$ cat config.mk
export PLATFORM = sky130hd
export DESIGN_NAME = fifo_prog
export DESIGN_NICKNAME = d
export VERILOG_FILES = /design/src/rtl/fifo_prog_pkg.sv /design/src/rtl/fifo_mem.sv /design/src/rtl/fifo_prog.sv
export SDC_FILE = /design/constraint.sdc
export NUM_CORES = 1
export LEC_CHECK = 0
export ABC_AREA = 1
export BUFFER_PORTS_ARGS = -buffer_cell sky130_fd_sc_hd__clkbuf_2
export CAP_MARGIN = 20
export CORE_UTILIZATION = 40
export CTS_CLUSTER_DIAMETER = 40
export DETAILED_ROUTE_END_ITERATION = 10
export GPL_TIMING_DRIVEN = 0
export MAX_ROUTING_LAYER = met4
export PLACE_DENSITY = 0.59
export SYNTH_ARGS = -nofsm -noshare
export SYNTH_HDL_FRONTEND = slang
export SYNTH_HIERARCHICAL = 1
export SYNTH_SLANG_ARGS = --single-unit
$ cat constraint.sdc
create_clock -name i_clk -period 6.1 [get_ports i_clk]
set_input_delay 0.915 -clock i_clk [delete_from_list [all_inputs] [get_ports i_clk]]
set_output_delay 0.915 -clock i_clk [all_outputs]
set_load 0.01 [all_outputs]
$ cat src/rtl/fifo_prog_pkg.sv
// Shared helpers for the programmable FIFO family: width math used for
// pointer, count and memory address sizing.
package fifo_prog_pkg;

   // Ceiling log2 usable in parameter/port declarations.
   function automatic int clog2(input int v);
      int r;
      r = 0;
      for (int i = 0; i < 31; i++)
         if ((1 << i) < v) r = i + 1;
      return r;
   endfunction

endpackage

$ cat src/rtl/fifo_mem.sv
// Word storage for fifo_prog: synchronous write, combinational read.
module fifo_mem
   import fifo_prog_pkg::*;
#(
   parameter int p_WORD_LEN  = 8,
   parameter int p_FIFO_SIZE = 8
) (
   input  logic                            i_clk,
   input  logic                            i_we,
   input  logic [clog2(p_FIFO_SIZE)-1:0]   i_waddr,
   input  logic [p_WORD_LEN-1:0]           i_wdata,
   input  logic [clog2(p_FIFO_SIZE)-1:0]   i_raddr,
   output logic [p_WORD_LEN-1:0]           o_rdata
);

   logic [p_WORD_LEN-1:0] mem_q [p_FIFO_SIZE];

   // No reset: contents are only meaningful between the pointers.
   always_ff @(posedge i_clk) begin
      if (i_we) mem_q[i_waddr] <= i_wdata;
   end

   assign o_rdata = mem_q[i_raddr];

endmodule

$ cat src/rtl/fifo_prog.sv
// Synchronous FIFO with occupancy count, almost-full/empty thresholds,
// sticky overflow/underflow flags, synchronous flush and optional FWFT.
module fifo_prog
   import fifo_prog_pkg::*;
#(
   parameter int p_WORD_LEN      = 8,
   parameter int p_FIFO_SIZE     = 8,
   parameter int p_FWFT          = 0,
   parameter int p_AFULL_THRESH  = 6,
   parameter int p_AEMPTY_THRESH = 2
) (
   input  logic                          i_clk,
   input  logic                          i_reset,
   input  logic                          i_flush,
   input  logic [p_WORD_LEN-1:0]         i_enq_data,
   input  logic                          i_enq_en,
   output logic                          o_enq_rdy,
   output logic [p_WORD_LEN-1:0]         o_out_data,
   input  logic                          i_deq_en,
   output logic                          o_deq_rdy,
   output logic                          o_full,
   output logic                          o_empty,
   output logic                          o_almost_full,
   output logic                          o_almost_empty,
   output logic [clog2(p_FIFO_SIZE):0]   o_count,
   output logic                          o_overflow,
   output logic                          o_underflow
);

   localparam int AW = clog2(p_FIFO_SIZE);
   localparam int CW = AW + 1;

   logic [CW-1:0]         wr_ptr_q, wr_ptr_d;
   logic [CW-1:0]         rd_ptr_q, rd_ptr_d;
   logic                  ovf_q, ovf_d;
   logic                  udf_q, udf_d;
   logic [CW-1:0]         count;
   logic                  full, empty;
   logic                  enq_acc, deq_acc;
   logic [p_WORD_LEN-1:0] mem_rdata;

   // Flags are decoded from the pointer registers only, so o_enq_rdy has
   // no combinational dependence on i_deq_en.
   assign full    = (wr_ptr_q[AW-1:0] == rd_ptr_q[AW-1:0]) && (wr_ptr_q[AW] != rd_ptr_q[AW]);
   assign empty   = (wr_ptr_q == rd_ptr_q);
   assign count   = wr_ptr_q - rd_ptr_q;
   assign enq_acc = i_enq_en & ~full;
   assign deq_acc = i_deq_en & ~empty;

   always_comb begin
      wr_ptr_d = wr_ptr_q;
      rd_ptr_d = rd_ptr_q;
      ovf_d    = ovf_q;
      udf_d    = udf_q;
      if (i_flush) begin
         wr_ptr_d = '0;
         rd_ptr_d = '0;
         ovf_d    = 1'b0;
         udf_d    = 1'b0;
      end else begin
         if (enq_acc) wr_ptr_d = wr_ptr_q + CW'(1);
         if (deq_acc) rd_ptr_d = rd_ptr_q + CW'(1);
         if (i_enq_en & full)  ovf_d = 1'b1;
         if (i_deq_en & empty) udf_d = 1'b1;
      end
   end

   always_ff @(posedge i_clk or posedge i_reset) begin
      if (i_reset) begin
         wr_ptr_q <= '0;
         rd_ptr_q <= '0;
         ovf_q    <= 1'b0;
         udf_q    <= 1'b0;
      end else begin
         wr_ptr_q <= wr_ptr_d;
         rd_ptr_q <= rd_ptr_d;
         ovf_q    <= ovf_d;
         udf_q    <= udf_d;
      end
   end

   fifo_mem #(
      .p_WORD_LEN  (p_WORD_LEN),
      .p_FIFO_SIZE (p_FIFO_SIZE)
   ) u_mem (
      .i_clk   (i_clk),
      .i_we    (enq_acc & ~i_flush),
      .i_waddr (wr_ptr_q[AW-1:0]),
      .i_wdata (i_enq_data),
      .i_raddr (rd_ptr_q[AW-1:0]),
      .o_rdata (mem_rdata)
   );

   generate
      if (p_FWFT != 0) begin : g_fwft
         assign o_out_data = mem_rdata;
      end else begin : g_reg
         logic [p_WORD_LEN-1:0] dout_q, dout_d;

         always_comb begin
            dout_d = dout_q;
            if (i_flush)      dout_d = '0;
            else if (deq_acc) dout_d = mem_rdata;
         end

         always_ff @(posedge i_clk or posedge i_reset) begin
            if (i_reset) dout_q <= '0;
            else         dout_q <= dout_d;
         end

         assign o_out_data = dout_q;
      end
   endgenerate

   assign o_full         = full;
   assign o_empty        = empty;
   assign o_enq_rdy      = ~full;
   assign o_deq_rdy      = ~empty;
   assign o_count        = count;
   assign o_almost_full  = (count >= CW'(p_AFULL_THRESH));
   assign o_almost_empty = (count <= CW'(p_AEMPTY_THRESH));
   assign o_overflow     = ovf_q;
   assign o_underflow    = udf_q;

endmodule

; After elaboration in Yosys (flattened, before gate mapping)
; Memories as Yosys holds them, arrays and structs flattened.
; Cells that the tools add are included.
; Widths: inputs -> output; s select.
[word_totals]
regBits = 18
ramBits = 64
input_bits = 13
output_inout_bits = 20
word_cells = 39
mem_count = 1
[memory_table]
columns = name, words, word_bits, rd, rd_clocked_by_memory_dff, write_ports, line
row1 = u_mem.mem_q, 8, 8, 1, 0, 1, fifo_mem.sv:16  ; logic [p_WORD_LEN-1:0] mem_q [p_FIFO_SIZE];
[classes]
addsub = 3
magnitude_cmp = 2
eq_ne = 3
mux = 12
bitwise_logic = 8
reduce_logical = 5
[op_table]
columns = cell, count
row1 = $mux 4, 4
row2 = $mux 8, 2
row3 = $add 4x1->4 const B, 2
row4 = $reduce_bool 2->1, 4
row5 = $mux 1, 6
row6 = $and 1x1->1, 5
row7 = $eq 4x4->1, 1
row8 = $ge 4x3->1 const B, 1
row9 = $le 4x2->1 const B, 1
row10 = $sub 4x4->4, 1
row11 = $eq 3x3->1, 1
row12 = $not 1->1, 3
row13 = $logic_and 1x1->1, 1
row14 = $ne 1x1->1, 1

; Longest topological paths before layout
; Gate-level depths: netlist of the first run.
[logic_depth]
depth_word = 7
ltp_mapped = 10

; Cells and area by module
; The synthesis of the first run kept the hierarchy.
[by_module_without_submodules]
columns = module, instances, cells_each, area_each_um2
row1 = fifo_mem, 1, 295, 2890.3
row2 = fifo_prog, 1, 137, 1111.1

; Worst setup path before layout of the first run
; Ideal clock, no wire load.
[synth_path]
path_type = reg2out
startpoint = reg wr_ptr_q[0]
endpoint = out o_almost_empty
arrival_time_ns = 1.614
t_required_ns = 5.185
slack_ns = 3.571
path_stages_with_launch = 7
cell_sequence = dfrtp_1 inv_1 ha_1 fa_1 xnor2_1 o21bai_1 nor2_1
[synth_via]
elab_chain_len = 2
[synth_rtl]
columns = element, line
row1 = "start, declared", fifo_prog.sv:33  ; logic [CW-1:0] wr_ptr_q, wr_ptr_d;
row2 = "start signal, assigned", fifo_prog.sv:75  ; wr_ptr_q <= wr_ptr_d;
row3 = $sub 4x4->4, fifo_prog.sv:46  ; assign count = wr_ptr_q - rd_ptr_q;
row4 = named net o_count[2], fifo_prog.sv:25  ; output logic [clog2(p_FIFO_SIZE):0] o_count,
row5 = $le 4x2->1, fifo_prog.sv:121  ; assign o_almost_empty = (count <= CW'(p_AEMPTY_THRESH));
row6 = "end, declared", fifo_prog.sv:24  ; output logic o_almost_empty,
; The timed path passes the listed nets, and every way through them passes these cells.

; Worst setup path in the final report of the first run
[layout_path]
startpoint = reg wr_ptr_q[0]
endpoint = out o_almost_empty
[layout_via]
elab_chain_len = 2
[layout_rtl]
columns = element, line
row1 = $sub 4x4->4, fifo_prog.sv:46
row2 = $le 4x2->1, fifo_prog.sv:121
; No other way between the ends.

==> results of run 1 <==
-- final timing paths --
path                                      startpoint                           to  slack, ns  cells past startpoint
max                          wr_ptr_q[0]$_DFFE_PP0P_               o_almost_empty       3.08                      7
min                        o_out_data[0]$_DFFE_PP0P_    o_out_data[0]$_DFFE_PP0P_       0.50                      2
max reg2reg                  rd_ptr_q[1]$_DFFE_PP0P_  u_mem/mem_q[5][4]$_DFFE_PP_       3.24                      9
min reg2reg                o_out_data[0]$_DFFE_PP0P_    o_out_data[0]$_DFFE_PP0P_       0.50                      2
max in group asynchronous                    i_reset    o_out_data[4]$_DFFE_PP0P_       5.03                      2
min in group asynchronous                    i_reset      wr_ptr_q[0]$_DFFE_PP0P_       0.63                      2
-- worst max-delay path, stage by stage (launching register included) --
cell      delay (ns)
dfrtp_1         0.46
inv_1           0.09
ha_1            0.23
fa_1            0.38
xnor2_1         0.24
o21bai_1        0.15
nor2_1          0.06
clkbuf_2        0.12
-- state kept, by name, summed over array words and instances, names as in the netlist --
register,cells
o_underflow,1
rd_ptr_q,4
wr_ptr_q,4
o_out_data,8
u_mem/mem_q,64
o_overflow,1
-- final cells by class --
class	count	share of cell area
Buffer	17	0.03194
Clock buffer	10	0.02833
Clock inverter	6	0.01083
Inverter	86	0.07250
Multi-Input combinational cell	247	0.2572
Sequential cell	82	0.5267
Tap cell	133	0.03694
Timing Repair Buffer	32	0.03556
-- Yosys cell counts, drive strengths merged --
cell type  instances
ha                 5
clkbuf             2
buf               15
inv               85
o21bai             1
clkinv             1
nand4             17
a21oi              2
fa                 1
nor2              14
nand2            150
xor2               2
edfxtp            64
dfrtp             18
nand3             54
xnor2              1
-- routing by layer --
metal  global-route usage  wire length [µm]  vias to the layer above  part of all wire
li1                     -                 -                     1449                 -
met1               0.2227              3751                     1295              0.43
met2               0.3242              4421                       59              0.51
met3              0.04036               448                       11             0.051
met4              0.05934               108                        0             0.012
met5                    -                 0                        -                 0
-- where the power goes --
part           leakage [nW]  internal (mW)  total, mW  switching [mW]
Clock                0.0795          0.151      0.354           0.203
Combinational          1.28          0.112      0.306           0.194
Sequential            0.824          0.622      0.638          0.0156
Total                  2.18          0.885       1.30           0.413
-- cell families after synthesis --
logic type                 after synthesis  synth area share
and+or+nand+nor                        235            0.2580
adders and majority gates                6           0.02064
buffers and inverters                  103            0.1176
xor gates and xnor gates                 3          0.006568
AOI/OAI and AO/OA                        3          0.004379
DFF                                     82            0.5929
-- stage by stage --
stage | util | std cells
2_1_floorplan | - | 432
3_5_place_dp | 0.4448 | 597
6_report | 0.4630 | 613
4_1_cts | 0.4630 | 613
3_3_place_gp | 0.4448 | 597
5_1_grt | 0.4630 | 613
==> metrics.txt, run 1 <==
first-pass GRT wire length 13610 µm; dpl hpwl 5895 µm; most frequent cells in the layout 144 x nand2_1, 81 x inv_1, 64 x edfxtp_1, 51 x nand3_1, 32 x clkbuf_2; Final period util 0.4943; yosys warns 6; MaxCap Viol Count 0; Slew Viols, Final 0; FILL cells 959; CP Launch Type flop; Synth top area share 0.4803; Worst-path clk slew approximately 0.090 ns; clock root cell clkbuf_8; setup violators final 0; GRT Overall Usage 0.1894; multi-input logic area roughly 1200 µm²; count of cell types in the netlist 23; Layout Nets 494; Min Hold Slack about 0.5 ns; HP Class reg2reg; Mean Syn Cell Area 9.262 µm²; core area 9729 µm²; pre-CTS WS 3.253 ns; vias per cell between 4 and 5; area leader, netlist edfxtp_1; full die area 10410 µm²; Cell Area, Synth 4001 µm²; IO buf count 32; antenna-violating nets left 0; Final Wtd Congestion 0.7552; Chip Height about 100 µm; residual DRC count 0; area grow syn2layout 12.57%; Sink Count between 80 and 90; Seq. cell area 2372 µm²; post-layout min period ~3 ns; Overflow after GRT 0; leading cell type in the layout, fill and taps excluded nand2_1; Detailed Route WL 8730 µm; cell row count 36; post-route setup TNS 0 ns; setup ws final ~3.1 ns; Worst Setup End Kind output pin; Pre-Repair DR Iteration Count 4; Fin. Hold Viols 0; Worst EP arrival approximately 2.1 ns; Power, Total 1.298 mW; Post-Layout Inst Area 4504 µm²; vias in the first global route around 2600; TritonCTS clock tree done; Peak VDD IR 139.3 µV; post-synthesis sequential area ratio 0.5929; hold-fix buffers at CTS 0; layout cell share with drive strength beyond 1 0.1625; Synth area leaders edfxtp_1 48%, nand2_1 14%, dfrtp_1 11%, inv_1 7.6%, nand3_1 6.4%; Initial Utilization 0.4113; total CTS buffers 9; largest net degree at the start of global routing 19; Crit Path Category reg2out; Initial DRC Count roughly 140; via count 2814; Post-CTS Setup Repair Bufs 0; P_leak 2.182 nW; wire per inst 14.24 µm; die width slightly above 100 µm; post-synthesis net count 451; Post-CTS Resized 0; relative slew slack 0.3291; antenna cells 0; Longest Clk Path Bufs 2; io pins 33; status finished, final reports clean; WP data required a little over 5 ns; Layout Skew roughly 0.010 ns; antenna violations before repair 0; Post-Synthesis Cells 432; FMAX 331.6 MHz; Yosys reg bits 82; pwr/cell area between 200 and 300 nW/µm²; RSZ-0062 raised after global routing false; worst-skew pair later-pin latency 0.36 ns; Tightest Pin Transition 1.003 ns; Cell Area, Placed 4328 µm²; H-tree depth 3; Crit Path Max Fanout 7
Power figures use the tool's default switching activity.
==> inputs of run 2 (changes only) <==
- PLACE_DENSITY: 0.59 -> 0.61
- clock period: 6.1 -> 2.6 ns (I/O delays scaled with it)
==> run 2 against run 1 <==
Critical path depth increased by 2. Wire length decreased by 0.23%. Sequential share of layout area decreased by 2.4 points. Combinational power increased by 140%. Core utilization increased by 2.3 points. Final cell count increased by 1.5%. Register-to-register slack got worse by 3.1 ns. Sequential cell count unchanged. Clock-buffer cell count unchanged. Design area increased by 4.9%. Critical endpoint is now u_mem/mem_q[0][5]$_DFFE_PP_. Largest cell class unchanged.
==> metrics.txt, run 2 (synthesis gave the netlist of run 1 again) <==
status finished, final reports clean; setup ws final 0.1611 ns (-2.924 ns); Fin. Hold Viols 0 (unchanged); Final Wtd Congestion 0.7890 (+4.5%); clock root cell clkbuf_8; Longest Clk Path Bufs 2 (unchanged); largest net degree at the start of global routing 19 (unchanged); H-tree depth 3 (unchanged); post-route setup TNS 0 ns (unchanged); full die area 10410 µm² (unchanged); metal3 WL 370 µm (-17%); most frequent cells in the layout 144 x nand2_1, 81 x inv_1, 64 x edfxtp_1, 51 x nand3_1, 32 x clkbuf_2; hold-fix buffers at CTS 0 (unchanged); Final period util 0.9381; relative slew slack 0.5452 (+0.2161); TritonCTS clock tree done; dpl hpwl 5636 µm (-4.4%); Detailed Route WL 8710 µm (-0.23%); HP Class in2async; final core occ 0.4855 (+0.02250); Overflow after GRT 0 (unchanged); area grow syn2layout 18.04%; worst-skew pair later-pin latency 0.35 ns (about the same); Initial Utilization 0.4113 (unchanged); layout cell share with drive strength beyond 1 0.1984 (+0.03586); max FFs per register 64 (unchanged); antenna-violating nets left 0 (unchanged); via count 2869 (+2.0%); FMAX 410.0 MHz; Peak VDD IR 398.2 µV (+190%); leading cell type in the layout, fill and taps excluded nand2_1; IO buf count 32 (unchanged); Chip Height 102.0 µm (unchanged); Crit Path Category reg2reg; Min Hold Slack 0.1105 ns (-0.3919 ns); Worst EP arrival 2.50 ns (+0.40 ns); CP Launch Type flop; vias per cell 4.613 (+0.48%); WP data required 2.66 ns (-2.52 ns); Sink Count 82 (unchanged); Crit Path Max Fanout 8 (+1); Tightest Pin Transition 0.6814 ns (-0.3212 ns); MaxCap Viol Count 0 (unchanged); Slew Viols, Final 0 (unchanged); io pins 33 (unchanged); pre-CTS WS -0.2555 ns (-3.508 ns); vias in the first global route 2588 (-1.5%); P_leak 2.248 nW (+3.0%); cell row count 36 (unchanged); Layout Skew 0.01301 ns (+0.002871 ns); Metal-1 WL 3857 µm (+2.8%); residual DRC count 0 (unchanged); Finished Layout Cells 622 (+1.5%); setup violators final 0 (unchanged); number of cells after detailed placement 597 (unchanged); pwr/cell area 647.9 nW/µm² (+120%); Worst Setup End Kind flop; post-layout min period 2.439 ns; core area 9729 µm² (unchanged); die width 102.0 µm (unchanged); Layout Nets 503 (+1.8%); Top Metal Used met4; first-pass GRT wire length 13090 µm (-3.8%); total CTS buffers 9 (unchanged); Pre-Repair DR Iteration Count 4 (unchanged); antenna violations before repair 0 (unchanged); Worst-path clk slew 0.09 ns (about the same); antenna cells 0 (unchanged); Initial DRC Count 120 (-17%); routed wl met2 4399 µm (-0.50%); wire per inst 14.00 µm (-1.7%); GRT Overall Usage 0.1802 (-0.009212); Most flops, register u_mem/mem_q
## run 2: final timing paths
check | cells past startpoint | slack, ns | endpoint | start
setup reg to reg | 9 | 0.16 | u_mem/mem_q[0][5]$_DFFE_PP_ | wr_ptr_q[2]$_DFFE_PP0P_
setup / recovery | 9 | 0.16 | u_mem/mem_q[0][5]$_DFFE_PP_ | wr_ptr_q[2]$_DFFE_PP0P_
min in group i_clk | 2 | 0.27 | o_overflow$_DFFE_PP0P_ | i_flush
hold / removal | 2 | 0.11 | o_out_data[1]$_DFFE_PP0P_ | i_reset
hold reg to reg | 2 | 0.51 | o_out_data[6]$_DFFE_PP0P_ | o_out_data[6]$_DFFE_PP0P_
max in group asynchronous | 2 | 2.02 | rd_ptr_q[1]$_DFFE_PP0P_ | i_reset
## run 2: metal layers
layer  track usage  vias to the layer above
li1              -                     1475
met1        0.2199                     1317
met2        0.3025                       68
met3       0.03420                        9
met4       0.05604                        0
met5             -                        -
## run 2: worst max-delay path, cell delays in order (launching register included)
cell	delay, ns
dfrtp_1	0.49
ha_1	0.40
nand3_2	0.13
clkinv_2	0.09
nand2_2	0.12
nand2_2	0.10
nor2_1	0.17
nand2_1	0.28
nor2_4	0.21
buf_12	0.15
## run 2: report_power, final
part	switching (mW)	leakage, nW	internal, mW	total [mW]
clock	0.473	0.0771	0.357	0.830
sequential	0.0379	0.821	1.46	1.50
combinational	0.461	1.35	0.271	0.733
total	0.972	2.25	2.09	3.06
## run 2: final cells by class
| class | instances | area [µm²] |
|---|---|---|
| Fill cell | 924 | 5006 |
| Inverter | 86 | 326.6 |
| Multi-Input combinational cell | 247 | 1219 |
| Buffer | 17 | 143.9 |
| Timing Repair Buffer | 41 | 315.3 |
| Tap cell | 133 | 166.4 |
| Clock inverter | 6 | 50.05 |
| Clock buffer | 10 | 127.6 |
| Sequential cell | 82 | 2375 |
## run 2: repair_timing
action	in CTS	in global routing
setup buffers	0	9
endpoints found under the setup margin	64	66
pin swaps	0	8
resized for setup	2	16
## run 2: stage by stage
step / power [mW] / area [µm²]
after floorplan: 2.004 / 4001
after global placement: 2.230 / 4328
after detailed placement: 2.241 / 4328
after CTS: 3.068 / 4511
after global routing: 3.240 / 4723
final: 3.060 / 4723
==> inputs of run 3 (changes only) <==
- CORE_UTILIZATION: 40 -> 30
- PLACE_DENSITY: 0.61 -> 0.49
==> run 3 against run 2 <==
First-iteration DRC count grew 26%. Wire length up 4.7%. Worst hold slack improved by 0.029 ns.
==> metrics.txt, run 3 (synthesis gave the netlist of run 1 again) <==
antenna violations before repair 0 (unchanged); final core occ 0.3710 (-0.1144); most frequent cells in the layout 144 x nand2_1, 81 x inv_1, 64 x edfxtp_1, 51 x nand3_1, 32 x clkbuf_2; Initial DRC Count 151 (+26%); Largest stage delay, worst path 0.54 ns (+0.05 ns); Tightest Pin Transition 0.6930 ns (+0.01157 ns); Pre-Repair DR Iteration Count 4 (unchanged); area grow syn2layout 18.92%; status finished, final reports clean; Sink Count 82 (unchanged); Internal Power 2.367 mW (+13%); P_leak 2.268 nW (+0.88%); Reg-to-Reg Start wr_ptr_q[0]$_DFFE_PP0P_; Worst EP arrival 2.55 ns (+0.05 ns); via count 2895 (+0.91%); TritonCTS clock tree done; number of cells after detailed placement 636 (+6.5%); die width 117.5 µm (+15%); antenna cells 0 (unchanged); Detailed Route WL 9116 µm (+4.7%); slowest stage cell, crit path nor2_2; Overflow after GRT 0 (unchanged); Switch Pwr 992.7 µW (+2.1%); IO buf count 32 (unchanged); Crit Path Category reg2reg; cell row count 41 (+14%); leading cell type in the layout, fill and taps excluded nand2_1; Worst Setup End Kind flop; MaxCap Viol Count 0 (unchanged); core area 12820 µm² (+32%); RSZ-0062 raised after global routing true; Min Hold Slack 0.1396 ns (+0.02909 ns); Layout Nets 498 (-0.99%); residual DRC count 0 (unchanged); setup violators final 0 (unchanged); Comb pwr share 0.219 (-0.020); full die area 13800 µm² (+33%); Fin. Hold Viols 0 (unchanged); Layout Skew 0.008019 ns (-0.004991 ns); Most flops, register u_mem/mem_q; post-route setup TNS 0 ns (unchanged); WP data required 2.56 ns (-0.10 ns); pwr/cell area 706.0 nW/µm² (+9.0%); most frequent CP cell nand2_2; Peak VDD IR 402.7 µV (+1.1%); dpl hpwl 5967 µm (+5.9%); Finished Layout Cells 655 (+5.3%); H-tree depth 3 (unchanged); HP Class in2async; worst-skew pair later-pin latency 0.33 ns (-0.02 ns); Final period util 0.9950 (+0.05699); antenna-violating nets left 0 (unchanged); Initial Utilization 0.3120 (-0.09927); post-layout min period 2.587 ns (+0.1482 ns); hold-fix buffers at CTS 0 (unchanged); vias per cell 4.420 (-4.2%); Critical path origin wr_ptr_q[0]$_DFFE_PP0P_; Worst-path clk slew 0.06 ns (-0.03 ns); Chip Height 117.5 µm (+15%); first-pass GRT wire length 14680 µm (+12%); relative slew slack 0.5375 (-0.007722); part of the power in registers 0.446 (-0.044); largest net degree at the start of global routing 19 (unchanged); CP Launch Type flop; max FFs per register 64 (unchanged); io pins 33 (unchanged); Final Wtd Congestion 0.7707 (-2.3%); clock root cell clkbuf_16; clock share of power 0.336 (+0.065); Longest Clk Path Bufs 2 (unchanged); vias in the first global route 2702 (+4.4%); Crit Path Max Fanout 8 (unchanged); GRT Overall Usage 0.1455 (-0.03471); switching share of power 0.2955 (-0.02216); CP Cell Sequence inv_1, ha_1, nand3_2, clkinv_2, nand2_2, nand2_2, nor2_1, nand2_1, nor2_2; FILL cells 1295 (+40%); total CTS buffers 9 (unchanged); FMAX 386.5 MHz (-5.7%); Slew Viols, Final 0 (unchanged); layout cell share with drive strength beyond 1 0.1843 (-0.01410); wire per inst 13.92 µm (-0.61%)
run 3: cell count changes in the layout (fill, tap and decap cells not counted), moves of 3 or more:
cell,change
clkbuf_8,-9
nor2_2,+4
clkinv_2,+3
clkinvlp_4,-4
buf_12,-3
nor2_4,-4
clkbuf_16,+9
run 3: power groups by stage:
stage / clock network [mW] / logic, mW / registers [mW]
floorplan: 0 / 0.475 / 1.53
global placement: 0 / 0.728 / 1.52
detailed placement: 0 / 0.734 / 1.52
CTS: 1.17 / 0.740 / 1.50
global route: 1.22 / 0.823 / 1.50
finish: 1.13 / 0.735 / 1.50
run 3: repair_timing:
action	CTS	global route
endpoints found under the setup margin	64	64
pin swaps	0	3
buffers inserted	0	4
resized for setup	8	4
run 3: cell type report:
class	count	area, µm²	share of cell area
sequential	82	2372	0.4986
buffer	17	143.9	0.03024
timing repair buffer	36	240.2	0.05049
tap	172	215.2	0.04523
inverter	86	326.6	0.06863
clock inverter	5	32.53	0.006837
multi-input combinational	247	1199	0.2519
clock buffer	10	229.0	0.04812
run 3: critical path, delay by kind of cell, from the launching register on:
kind                     cells  cell delay [ns]
adder cells (fa/ha/maj)      1             0.35
flip-flops                   1             0.46
AND/OR/NAND/NOR              6             1.23
buffers and inverters        2             0.18
run 3: worst paths after layout:
kind                                                to  slack, ns  depth (start not counted)
max                        u_mem/mem_q[4][3]$_DFFE_PP_       0.01                          9
min reg2reg                  o_out_data[0]$_DFFE_PP0P_       0.50                          2
min                          o_out_data[6]$_DFFE_PP0P_       0.14                          2
min in group i_clk             o_underflow$_DFFE_PP0P_       0.31                          2
max in group asynchronous    o_out_data[2]$_DFFE_PP0P_       2.02                          2
max reg2reg                u_mem/mem_q[4][3]$_DFFE_PP_       0.01                          9
run 3: metal layers:
layer / up-vias / wire (µm) / global-route usage
met5: - / 0 / -
met4: 0 / 63 / 0.05369
met3: 5 / 527 / 0.03585
met2: 77 / 4315 / 0.2241
met1: 1346 / 4210 / 0.1854
li1: 1467 / - / -
run 3: through the flow:
stage | cell area [µm²] | setup WS (ns) | power, mW
floorplan | 4001 | 0.3981 | 2.004
global placement | 4377 | -0.2557 | 2.253
detailed placement | 4377 | -0.2996 | 2.259
CTS | 4658 | -0.05509 | 3.410
global route | 4758 | -0.1769 | 3.547
finish | 4758 | 0.01287 | 3.359
